<file path="src/rtl/batt_mon_pkg.sv">
// Shared types and constants for the battery-voltage supervisor.
package batt_mon_pkg;

  typedef enum logic [1:0] {
    StIdle,
    StConv,
    StEval
  } state_t;

  localparam int unsigned TMR_W_FAST = 10;
  localparam int unsigned TMR_W_SLOW = 22;

  localparam logic [11:0] TO_TERM = 12'hFFF;

  function automatic int unsigned tmr_width(input bit fast);
    return fast ? TMR_W_FAST : TMR_W_SLOW;
  endfunction

endpackage

</file>
<file path="src/rtl/batt_monitor_if.sv">
// A2D handshake plus alarm/status outputs of the battery supervisor.
interface batt_monitor_if;

  logic        strt_cnv;
  logic        cnv_cmplt;
  logic [11:0] batt_res;
  logic        batt_low;
  logic        batt_vld;
  logic        cnv_err;

  modport master (
    output strt_cnv,
    output batt_low,
    output batt_vld,
    output cnv_err,
    input  cnv_cmplt,
    input  batt_res
  );

  modport slave (
    input  strt_cnv,
    input  batt_low,
    input  batt_vld,
    input  cnv_err,
    output cnv_cmplt,
    output batt_res
  );

endinterface

</file>
<file path="src/rtl/batt_hyst.sv">
// Threshold hysteresis with consecutive-sample debounce driving the registered batt_low alarm.
module batt_hyst #(
  parameter logic [11:0] LOW_THRESH  = 12'hA98,
  parameter logic [11:0] HIGH_THRESH = 12'hAC0,
  parameter int unsigned DEB_CNT     = 4
) (
  input  logic        clk,
  input  logic        rst,
  input  logic        i_eval,
  input  logic [11:0] i_sample,
  output logic        o_batt_low
);

  localparam logic [2:0] DEB_LAST = 3'(DEB_CNT - 1);

  logic       w_qual;
  logic [2:0] r_cnt;
  logic       r_low;

  // A sample qualifies only if it argues for leaving the current level.
  assign w_qual = r_low ? (i_sample >= HIGH_THRESH) : (i_sample < LOW_THRESH);

  always_ff @(posedge clk or posedge rst) begin
    if (rst) begin
      r_cnt <= 3'd0;
      r_low <= 1'b0;
    end else if (i_eval) begin
      if (!w_qual) begin
        r_cnt <= 3'd0;
      end else if (r_cnt == DEB_LAST) begin
        r_low <= ~r_low;
        r_cnt <= 3'd0;
      end else begin
        r_cnt <= r_cnt + 3'd1;
      end
    end
  end

  assign o_batt_low = r_low;

endmodule

</file>
<file path="src/rtl/batt_monitor.sv">
// Periodic battery supervisor: interval timer, A2D request/timeout FSM, and hysteresis alarm.
module batt_monitor #(
  parameter bit          FAST_SIM    = 1'b1,
  parameter logic [11:0] LOW_THRESH  = 12'hA98,
  parameter logic [11:0] HIGH_THRESH = 12'hAC0,
  parameter int unsigned DEB_CNT     = 4
) (
  input logic            clk,
  input logic            rst,
  batt_monitor_if.master bus
);

  import batt_mon_pkg::*;

  localparam int unsigned      TMR_W    = tmr_width(FAST_SIM);
  localparam logic [TMR_W-1:0] TMR_TERM = '1;

  state_t           r_state;
  logic [TMR_W-1:0] r_tmr;
  logic [11:0]      r_to;
  logic [11:0]      r_sample;
  logic             r_strt;
  logic             r_err;
  logic             r_vld;
  logic             w_eval;
  logic             w_batt_low;

  always_ff @(posedge clk or posedge rst) begin
    if (rst) begin
      r_state  <= StIdle;
      r_tmr    <= '0;
      r_to     <= 12'd0;
      r_sample <= 12'd0;
      r_strt   <= 1'b0;
      r_err    <= 1'b0;
      r_vld    <= 1'b0;
    end else begin
      r_strt <= 1'b0;
      unique case (r_state)
        StIdle: begin
          if (r_tmr == TMR_TERM) begin
            r_state <= StConv;
            r_strt  <= 1'b1;
            r_tmr   <= '0;
            // Counts CONV cycles including the current one, so 4095 marks the timeout cycle.
            r_to    <= 12'd1;
          end else begin
            r_tmr <= r_tmr + 1'b1;
          end
        end
        StConv: begin
          if (bus.cnv_cmplt) begin
            r_sample <= bus.batt_res;
            r_to     <= 12'd0;
            r_state  <= StEval;
          end else if (r_to == TO_TERM) begin
            r_err   <= 1'b1;
            r_to    <= 12'd0;
            r_tmr   <= '0;
            r_state <= StIdle;
          end else begin
            r_to <= r_to + 12'd1;
          end
        end
        StEval: begin
          r_vld   <= 1'b1;
          r_tmr   <= '0;
          r_state <= StIdle;
        end
        default: r_state <= StIdle;
      endcase
    end
  end

  assign w_eval = (r_state == StEval);

  batt_hyst #(
    .LOW_THRESH (LOW_THRESH),
    .HIGH_THRESH(HIGH_THRESH),
    .DEB_CNT    (DEB_CNT)
  ) u_hyst (
    .clk       (clk),
    .rst       (rst),
    .i_eval    (w_eval),
    .i_sample  (r_sample),
    .o_batt_low(w_batt_low)
  );

  assign bus.strt_cnv = r_strt;
  assign bus.batt_low = w_batt_low;
  assign bus.batt_vld = r_vld;
  assign bus.cnv_err  = r_err;

endmodule
</file>
<file path="src/flat_wrapper.sv">
// flat-port wrapper written by rule: the top's interface ports become plain ports
module batt_monitor_flat import batt_mon_pkg::*;
#(
  parameter bit          FAST_SIM    = 1'b1,
  parameter logic [11:0] LOW_THRESH  = 12'hA98,
  parameter logic [11:0] HIGH_THRESH = 12'hAC0,
  parameter int unsigned DEB_CNT     = 4
)
  (clk, rst, bus_strt_cnv, bus_batt_low, bus_batt_vld, bus_cnv_err, bus_cnv_cmplt, bus_batt_res);
  batt_monitor_if bus_i ();
  input logic clk;
  input logic rst;
  output wire logic [$bits(bus_i.strt_cnv)-1:0] bus_strt_cnv;
  output wire logic [$bits(bus_i.batt_low)-1:0] bus_batt_low;
  output wire logic [$bits(bus_i.batt_vld)-1:0] bus_batt_vld;
  output wire logic [$bits(bus_i.cnv_err)-1:0] bus_cnv_err;
  input wire logic [$bits(bus_i.cnv_cmplt)-1:0] bus_cnv_cmplt;
  input wire logic [$bits(bus_i.batt_res)-1:0] bus_batt_res;
  assign bus_strt_cnv = bus_i.strt_cnv;
  assign bus_batt_low = bus_i.batt_low;
  assign bus_batt_vld = bus_i.batt_vld;
  assign bus_cnv_err = bus_i.cnv_err;
  assign bus_i.cnv_cmplt = bus_cnv_cmplt;
  assign bus_i.batt_res = bus_batt_res;
  batt_monitor #(.FAST_SIM(FAST_SIM), .LOW_THRESH(LOW_THRESH), .HIGH_THRESH(HIGH_THRESH), .DEB_CNT(DEB_CNT)) u_core (.clk(clk), .rst(rst), .bus(bus_i));
endmodule
</file>
<file path="config.mk">
export PLATFORM = sky130hd
export DESIGN_NAME = batt_monitor_flat
export DESIGN_NICKNAME = d
export VERILOG_FILES = /design/src/rtl/batt_mon_pkg.sv /design/src/rtl/batt_monitor_if.sv /design/src/rtl/batt_hyst.sv /design/src/rtl/batt_monitor.sv /design/src/flat_wrapper.sv
export SDC_FILE = /design/constraint.sdc
export NUM_CORES = 1
export LEC_CHECK = 0
export ABC_AREA = 1
export BUFFER_PORTS_ARGS = -buffer_cell sky130_fd_sc_hd__buf_2
export CAP_MARGIN = 40
export CORE_UTILIZATION = 47
export CTS_CLUSTER_DIAMETER = 100
export DETAILED_ROUTE_END_ITERATION = 10
export GPL_TIMING_DRIVEN = 0
export PLACE_DENSITY_LB_ADDON = 0.05
export SYNTH_ARGS = -nofsm -noshare
export SYNTH_HDL_FRONTEND = slang
export SYNTH_SLANG_ARGS = --single-unit
export TNS_END_PERCENT = 50
</file>
<file path="constraint.sdc">
create_clock -name clk -period 1.7 [get_ports clk]
set_input_delay 0.085 -clock clk [delete_from_list [all_inputs] [get_ports clk]]
set_output_delay 0.085 -clock clk [all_outputs]
set_load 0.02 [all_outputs]
</file>
## After elaboration in Yosys (flattened, before gate mapping)

Index checks and enable logic that the tools add are counted.

| storage, ports and cells | value |
|---|---|
| register bits after elaboration | 43 |
| input bits | 15 |
| output and inout bits | 4 |
| logic and storage cells | 51 |

| operators by class | value |
|---|---|
| $add $sub $neg | 3 |
| magnitude comparators | 2 |
| eq/ne operators | 9 |
| muxes and demuxes | 17 |
| bitwise logic cells | 2 |
| reductions and logical operators | 9 |

Operators by type and width:

| operator | number |
|---|---|
| 12-bit 2-to-1 mux | 3 |
| 10-bit 2-to-1 mux | 3 |
| 10-bit case mux with 3 select lines | 1 |
| 12-bit case mux with 2 select lines | 1 |
| 12-bit by 1-bit adder with 12-bit output, second input constant | 1 |
| 12-bit equality test, second input constant | 1 |
| 12-bit greater-or-equal comparator, second input constant | 1 |
| 12-bit < comparator, second input constant | 1 |
| 10-bit by 1-bit adder with 10-bit output, second input constant | 1 |
| 10-bit equality test, second input constant | 1 |
| 3-bit AND reduction | 3 |
| 2-bit 2-to-1 mux | 3 |
| 3-bit 2-to-1 mux | 2 |
| 2-bit AND reduction | 3 |
| 2-bit by 1-bit != test with 1-bit output, second input constant | 2 |
| 2-bit case mux with 2 select lines | 1 |
| 3-bit by 1-bit adder with 3-bit output, second input constant | 1 |
| 3-bit by 2-bit equality test with 1-bit output, second input constant | 1 |
| 1-bit 2-to-1 mux | 3 |
| 3-bit by 2-bit != test with 1-bit output, second input constant | 1 |
| 3-bit nonzero test | 1 |
| 2-bit by 1-bit equality test with 1-bit output, second input constant | 1 |
| 2-bit equality test, second input constant | 1 |
| 2-bit zero test | 1 |
| 3 further kinds | 4 |

## Longest topological paths before layout

| depth | value |
|---|---|
| depth in word-level cells | 4 |
| depth in mapped cells | 11 |
| gate-level depth less buffers | 10 |

## Cells and area by module

Synthesis repeated with hierarchy kept, for this count alone.

| second synthesis, totals | value |
|---|---|
| cells, all modules | 313 |
| area, all modules | 2,514.9 um^2 |

By module, submodules not included:

| module | times used | cells each | area each (um^2) | seq. area each (um^2) |
|---|---|---|---|---|
| batt_monitor | 1 | 269 | 2,219.6 | 975.9 |
| batt_hyst | 1 | 44 | 295.3 | 100.1 |

## Least setup slack after synthesis

No wires, ideal clock.

| timing path | value |
|---|---|
| path type | register -> register |
| start | register u_core.r_state[1] |
| end | register u_core.r_tmr[9] |
| library setup time | 119 ps |
| arrival time | 1,378 ps |
| data required time | 1,581 ps |
| slack | 203 ps |
| cell stages (with the launch flop) | 12 |
| path buffers | 2 |
| clock period less this slack | 1,497 ps |
| cell sequence | dfrtp_1 -> inv_1 -> ha_1 -> buf_4 -> inv_2 -> nor2_4 -> nand4_2 -> nand2_2 -> buf_8 -> nand2_1 -> nand2_1 -> nor2_1 |

| between the ends | value |
|---|---|
| cells in the longest elaborated chain, start to end | 3 |
| elaborated cells on any way between the ends | 8 |
| those cells by class | eq/ne: 4; mux: 1; reduce/logical: 3 |

RTL lines:

| what | RTL line | RTL |
|---|---|---|
| from (decl) | batt_monitor.sv:18 | `state_t r_state;` |
| from (signal assigned) | batt_monitor.sv:30 | `r_state <= StIdle;` |
| from (signal assigned) | batt_monitor.sv:42 | `r_state <= StConv;` |
| from (signal assigned) | batt_monitor.sv:55 | `r_state <= StEval;` |
| 2-bit by 1-bit equality test with 1-bit output (tied with other cells) | batt_monitor.sv:39 | `unique case (r_state)` |
| 2-bit by 1-bit != test with 1-bit output (no line) (tied with other cells) | n/a |  |
| 3-bit AND reduction (no line) | n/a |  |
| to (signal assigned) | batt_monitor.sv:48 | `r_tmr <= r_tmr + 1'b1;` |
| to (decl) | batt_monitor.sv:19 | `logic [TMR_W-1:0] r_tmr;` |

Parallel ways exist; a longest one is shown, timed or not.
A chain may end at the register's enable or synchronous reset.

## Worst setup path in the final report

| timing path | value |
|---|---|
| start | register u_core.r_state[1] |
| end | register u_core.r_err (netlist: u_core.bus.cnv_err) |

| between the ends | value |
|---|---|
| cells in the longest elaborated chain, start to end | 2 |

RTL lines:

| what | RTL line | RTL |
|---|---|---|
| 2-bit by 1-bit equality test with 1-bit output | batt_monitor.sv:39 |  |
| 3-bit AND reduction (no line) | n/a |  |
| to (signal assigned) | batt_monitor.sv:35 | `r_err <= 1'b0;` |
| to (signal assigned) | batt_monitor.sv:57 | `r_err <= 1'b1;` |
| to (decl) | batt_monitor.sv:23 | `logic r_err;` |

Every way passes these cells.

==> impl_results.md <==
- FF-to-FF End: u_core.bus.cnv_err
- Final WS setup: roughly 110 ps
- Yosys cell types: 34
- Drt first-iter violations: about 100
- Clock skew: between 8 and 9 ps
- DRT Pass-1 Iters: 4
- Post-synthesis instance total: 305
- Status: finished, final reports clean
- R2r startpoint: u_core.r_state[1]
- Dpl ws: -13.2 ps
- Routability cong.: between 0.7 and 0.8
- IR drop worst, VDD: approximately 340 uV
- Crit path largest cell delay: around 400 ps
- Num Clock Sinks: 40
- Clock transition at the registers of the reported paths: about 80 ps
- Fin. Hold Viols: 0
- Setup CP Type: reg2reg
- Least-Margin Pin Slew: about 300 ps
- Pin count of the biggest net entering global routing: 31
- Worst-Skew Late Latency: about 290 ps
- Setup TNS: 0 ps
- Crit path time final: 1590 ps
- Clk buf depth: 2
- Via/cell ratio: roughly 4.7
- CP Data Arrival Time: around 1800 ps
- Vias after detailed routing: between 1,500 and 2,000
- Final setup viols: 0
- CP required: 1880 ps
- Most used cell, CP: inv_2
- Post-route DRC: 0
- Worst Hold Class: in2reg
- WL/cell: about 11 um
- CP max stage cell: dfrtp_1
- Number of fillers in the final layout: 453
- Nets: ~350
- R2r setup slk: roughly 110 ps
- Crit path cell chain: inv_2 -> ha_1 -> buf_6 -> inv_2 -> nor2_4 -> buf_4 -> inv_1 -> nor2_1 -> or2_2
- Most frequent cells in the layout: 76 x nand2_1, 45 x inv_1, 40 x dfrtp_1
- X dimension of the die: a little over 70 um
- Starting Density: 0.492
- Power Density: approximately 610 nW/um^2
- Final Cycle Share: 0.937
- Seq/Total Area, Yosys: 0.431
- HPWL after DPL: ~3.3 mm
- Boundary Pins: 19
- Synthesis Warnings: 0
- Commonest non-fill, non-tap cell in the layout: nand2_1
- Hold Path Depth: 2
- Setup crit end kind: flip-flop
- Syn nets: 326
- Leak: ~1.4 nW
- Share of cells above drive strength 1: 0.179
- Gr usage total: 0.190
- FF-to-FF path depth: 9
- Row count: 25
- Hold_sp: bus_batt_res[5]
- CP Buf/Inv Count: 5
- TritonCTS clock tree: built
- Max FO, Critical Path: 7
- Max Slew Vio Count: 0
- Slew margin rel.: 0.803
- Fmax: around 630 MHz
- # Max-Cap Violations: 0
- First-pass GRT wire length: roughly 7.7 mm
- H-Tree Depth: 2
- Vias in the first global route: between 1,500 and 2,000
- Hold Path End: u_core.r_sample[5]
- Area delta synth->final: 13.5%
- Die height: around 72 um
- Yosys reg bits: 40
- Startpoint Class: flip-flop
- Cts bufs inserted: 5
- Synthesized area per cell: between 7 and 8 um^2
- Core area: approximately 4700 um^2
- Synth Cell Area: between 2000 and 2500 um^2
- Top Family by Delay on Critical Path: buffers and inverters
- Antenna violations before repair: 0
- CTS root buffer: clkbuf_8
- Die footprint: approximately 5200 um^2
- Grt ovf: 0
- Post-DRT Antenna Nets: 0
- RSZ-0062 raised after global routing: true
- Port bufs: 15
- Drt total wl: approximately 4.5 mm
- Inserted Diodes: 0
==> synthesized netlist by cell type <==
| cell type | count | area [um^2] |
|---|---|---|
| nand2_1 | 76 | 285 |
| inv_1 | 47 | 176 |
| dfrtp_1 | 40 | 1000 |
| nor2_1 | 37 | 139 |
| nand3_1 | 24 | 120 |
| a21oi_1 | 16 | 80.1 |
| o21ai_0 | 11 | 55.1 |
| nand4_1 | 8 | 50.1 |
| ha_1 | 6 | 75.1 |
| nand2_2 | 4 | 25.0 |
| mux2_2 | 3 | 33.8 |
| nand3_2 | 3 | 30.0 |
| nor2_4 | 3 | 33.8 |
| inv_2 | 2 | 7.51 |
| nand2_4 | 2 | 22.5 |
| nor2_2 | 2 | 12.5 |
| nor3_1 | 2 | 10.0 |
| o21ai_1 | 2 | 10.0 |
| or2_2 | 2 | 12.5 |
| a21boi_0 | 1 | 7.51 |
| a21oi_2 | 1 | 8.76 |
| a22oi_1 | 1 | 7.51 |
| a22oi_2 | 1 | 12.5 |
| a31oi_1 | 1 | 6.26 |
| buf_2 | 1 | 5.00 |
| buf_4 | 1 | 7.51 |
| buf_6 | 1 | 11.3 |
| buf_8 | 1 | 15.0 |
| clkbuf_2 | 1 | 5.00 |
| nand3b_1 | 1 | 7.51 |
| nand4_2 | 1 | 12.5 |
| nor2_8 | 1 | 20.0 |
| o21bai_1 | 1 | 7.51 |
| xor2_1 | 1 | 8.76 |
==> power breakdown <==
part	internal, mW	switching (mW)	leakage, nW
combinational	0.0171	0.0284	0.887
clock	0.279	0.321	0.0410
sequential	0.952	0.000438	0.464
==> flip-flops by register name, summed over array words and instances, names as in the netlist <==
register,flops
u_core.r_to,12
u_core.r_tmr,10
u_core.r_sample,9
u_core.u_hyst.r_cnt,3
u_core.r_state,2
u_core.bus.batt_vld,1
u_core.bus.cnv_err,1
u_core.bus.strt_cnv,1
u_core.u_hyst.o_batt_low,1
==> worst reg2reg max path, cell delays in order, from the launching register on <==
cell	delay [ps]
dfrtp_1	400
inv_2	50
ha_1	180
buf_6	140
inv_2	100
nor2_4	50
buf_4	150
inv_1	100
nor2_1	50
or2_2	260
==> worst max path at each step <==
| stage | start | endpoint | slack [ps] | cells past startpoint |
|---|---|---|---|---|
| floorplan | u_core.r_state[1] | u_core.r_tmr[9] | 200 | 11 |
| global placement | u_core.r_state[1] | u_core.r_tmr[9] | -20 | 11 |
| global route | u_core.r_state[1] | u_core.r_tmr[9] | -10 | 10 |
| detailed placement | u_core.r_state[1] | u_core.r_tmr[9] | -10 | 11 |
| finish | u_core.r_state[1] | u_core.bus.cnv_err | 110 | 9 |
| CTS | u_core.r_state[0] | u_core.r_tmr[3] | 10 | 8 |
==> metal layers <==
metal  part of all wire  GRT usage  routed length [um]  vias to the layer above
met4              0.015     0.0784                  68                        0
met3              0.028     0.0319                 126                        5
met2               0.44      0.308                1990                       24
li1                   -          -                   -                     1014
met1               0.52      0.252                2340                      840
met5                  0          0                   0                        -
==> what timing repair did <==
item                       in CTS  in global routing
setup buffers                   1                  0
gates resized for setup         1                  9
setup endpoints to repair       9                 17
pin swaps                       1                  3
hold endpoints to repair       10                  0
cloned                          0                  0
hold buffers                    1                  0
==> cell type report <==
class,instances,area [um^2],area share
flip-flops and latches,40,1000,0.380
repair buffers,18,113,0.0427
inverters,49,184,0.0698
well taps,67,83.8,0.0318
plain buffers,5,47.5,0.0180
clock buffers,6,72.6,0.0275
multi-input cells,211,1130,0.429
clock inverters,1,5.00,0.00190
==> cells by family (layout without fill, tap and decap cells) <==
logic type / Yosys count / in the layout / synth area share
and+or+nand+nor: 166 / 166 / 0.336
buffers and inverters: 54 / 79 / 0.0981
DFF: 40 / 40 / 0.431
AOI/OAI and AO/OA: 35 / 35 / 0.0841
adders and majority gates: 6 / 6 / 0.0323
muxes: 3 / 3 / 0.0145
xor gates and xnor gates: 1 / 1 / 0.00377
==> metrics by stage <==
stage | utilization | hold WS, ps | cell area [um^2] | cells | total power, mW
after floorplan | - | 236 | 2320 | 305 | 0.989
after global placement | 0.525 | 319 | 2480 | 387 | 1.01
after detailed placement | 0.530 | 32.6 | 2500 | 388 | 1.02
after CTS | 0.551 | 16.8 | 2600 | 397 | 1.63
after global routing | 0.558 | 19.6 | 2640 | 397 | 1.67
final | 0.558 | 20.6 | 2640 | 397 | 1.60
(Power assumes the default switching activity.)
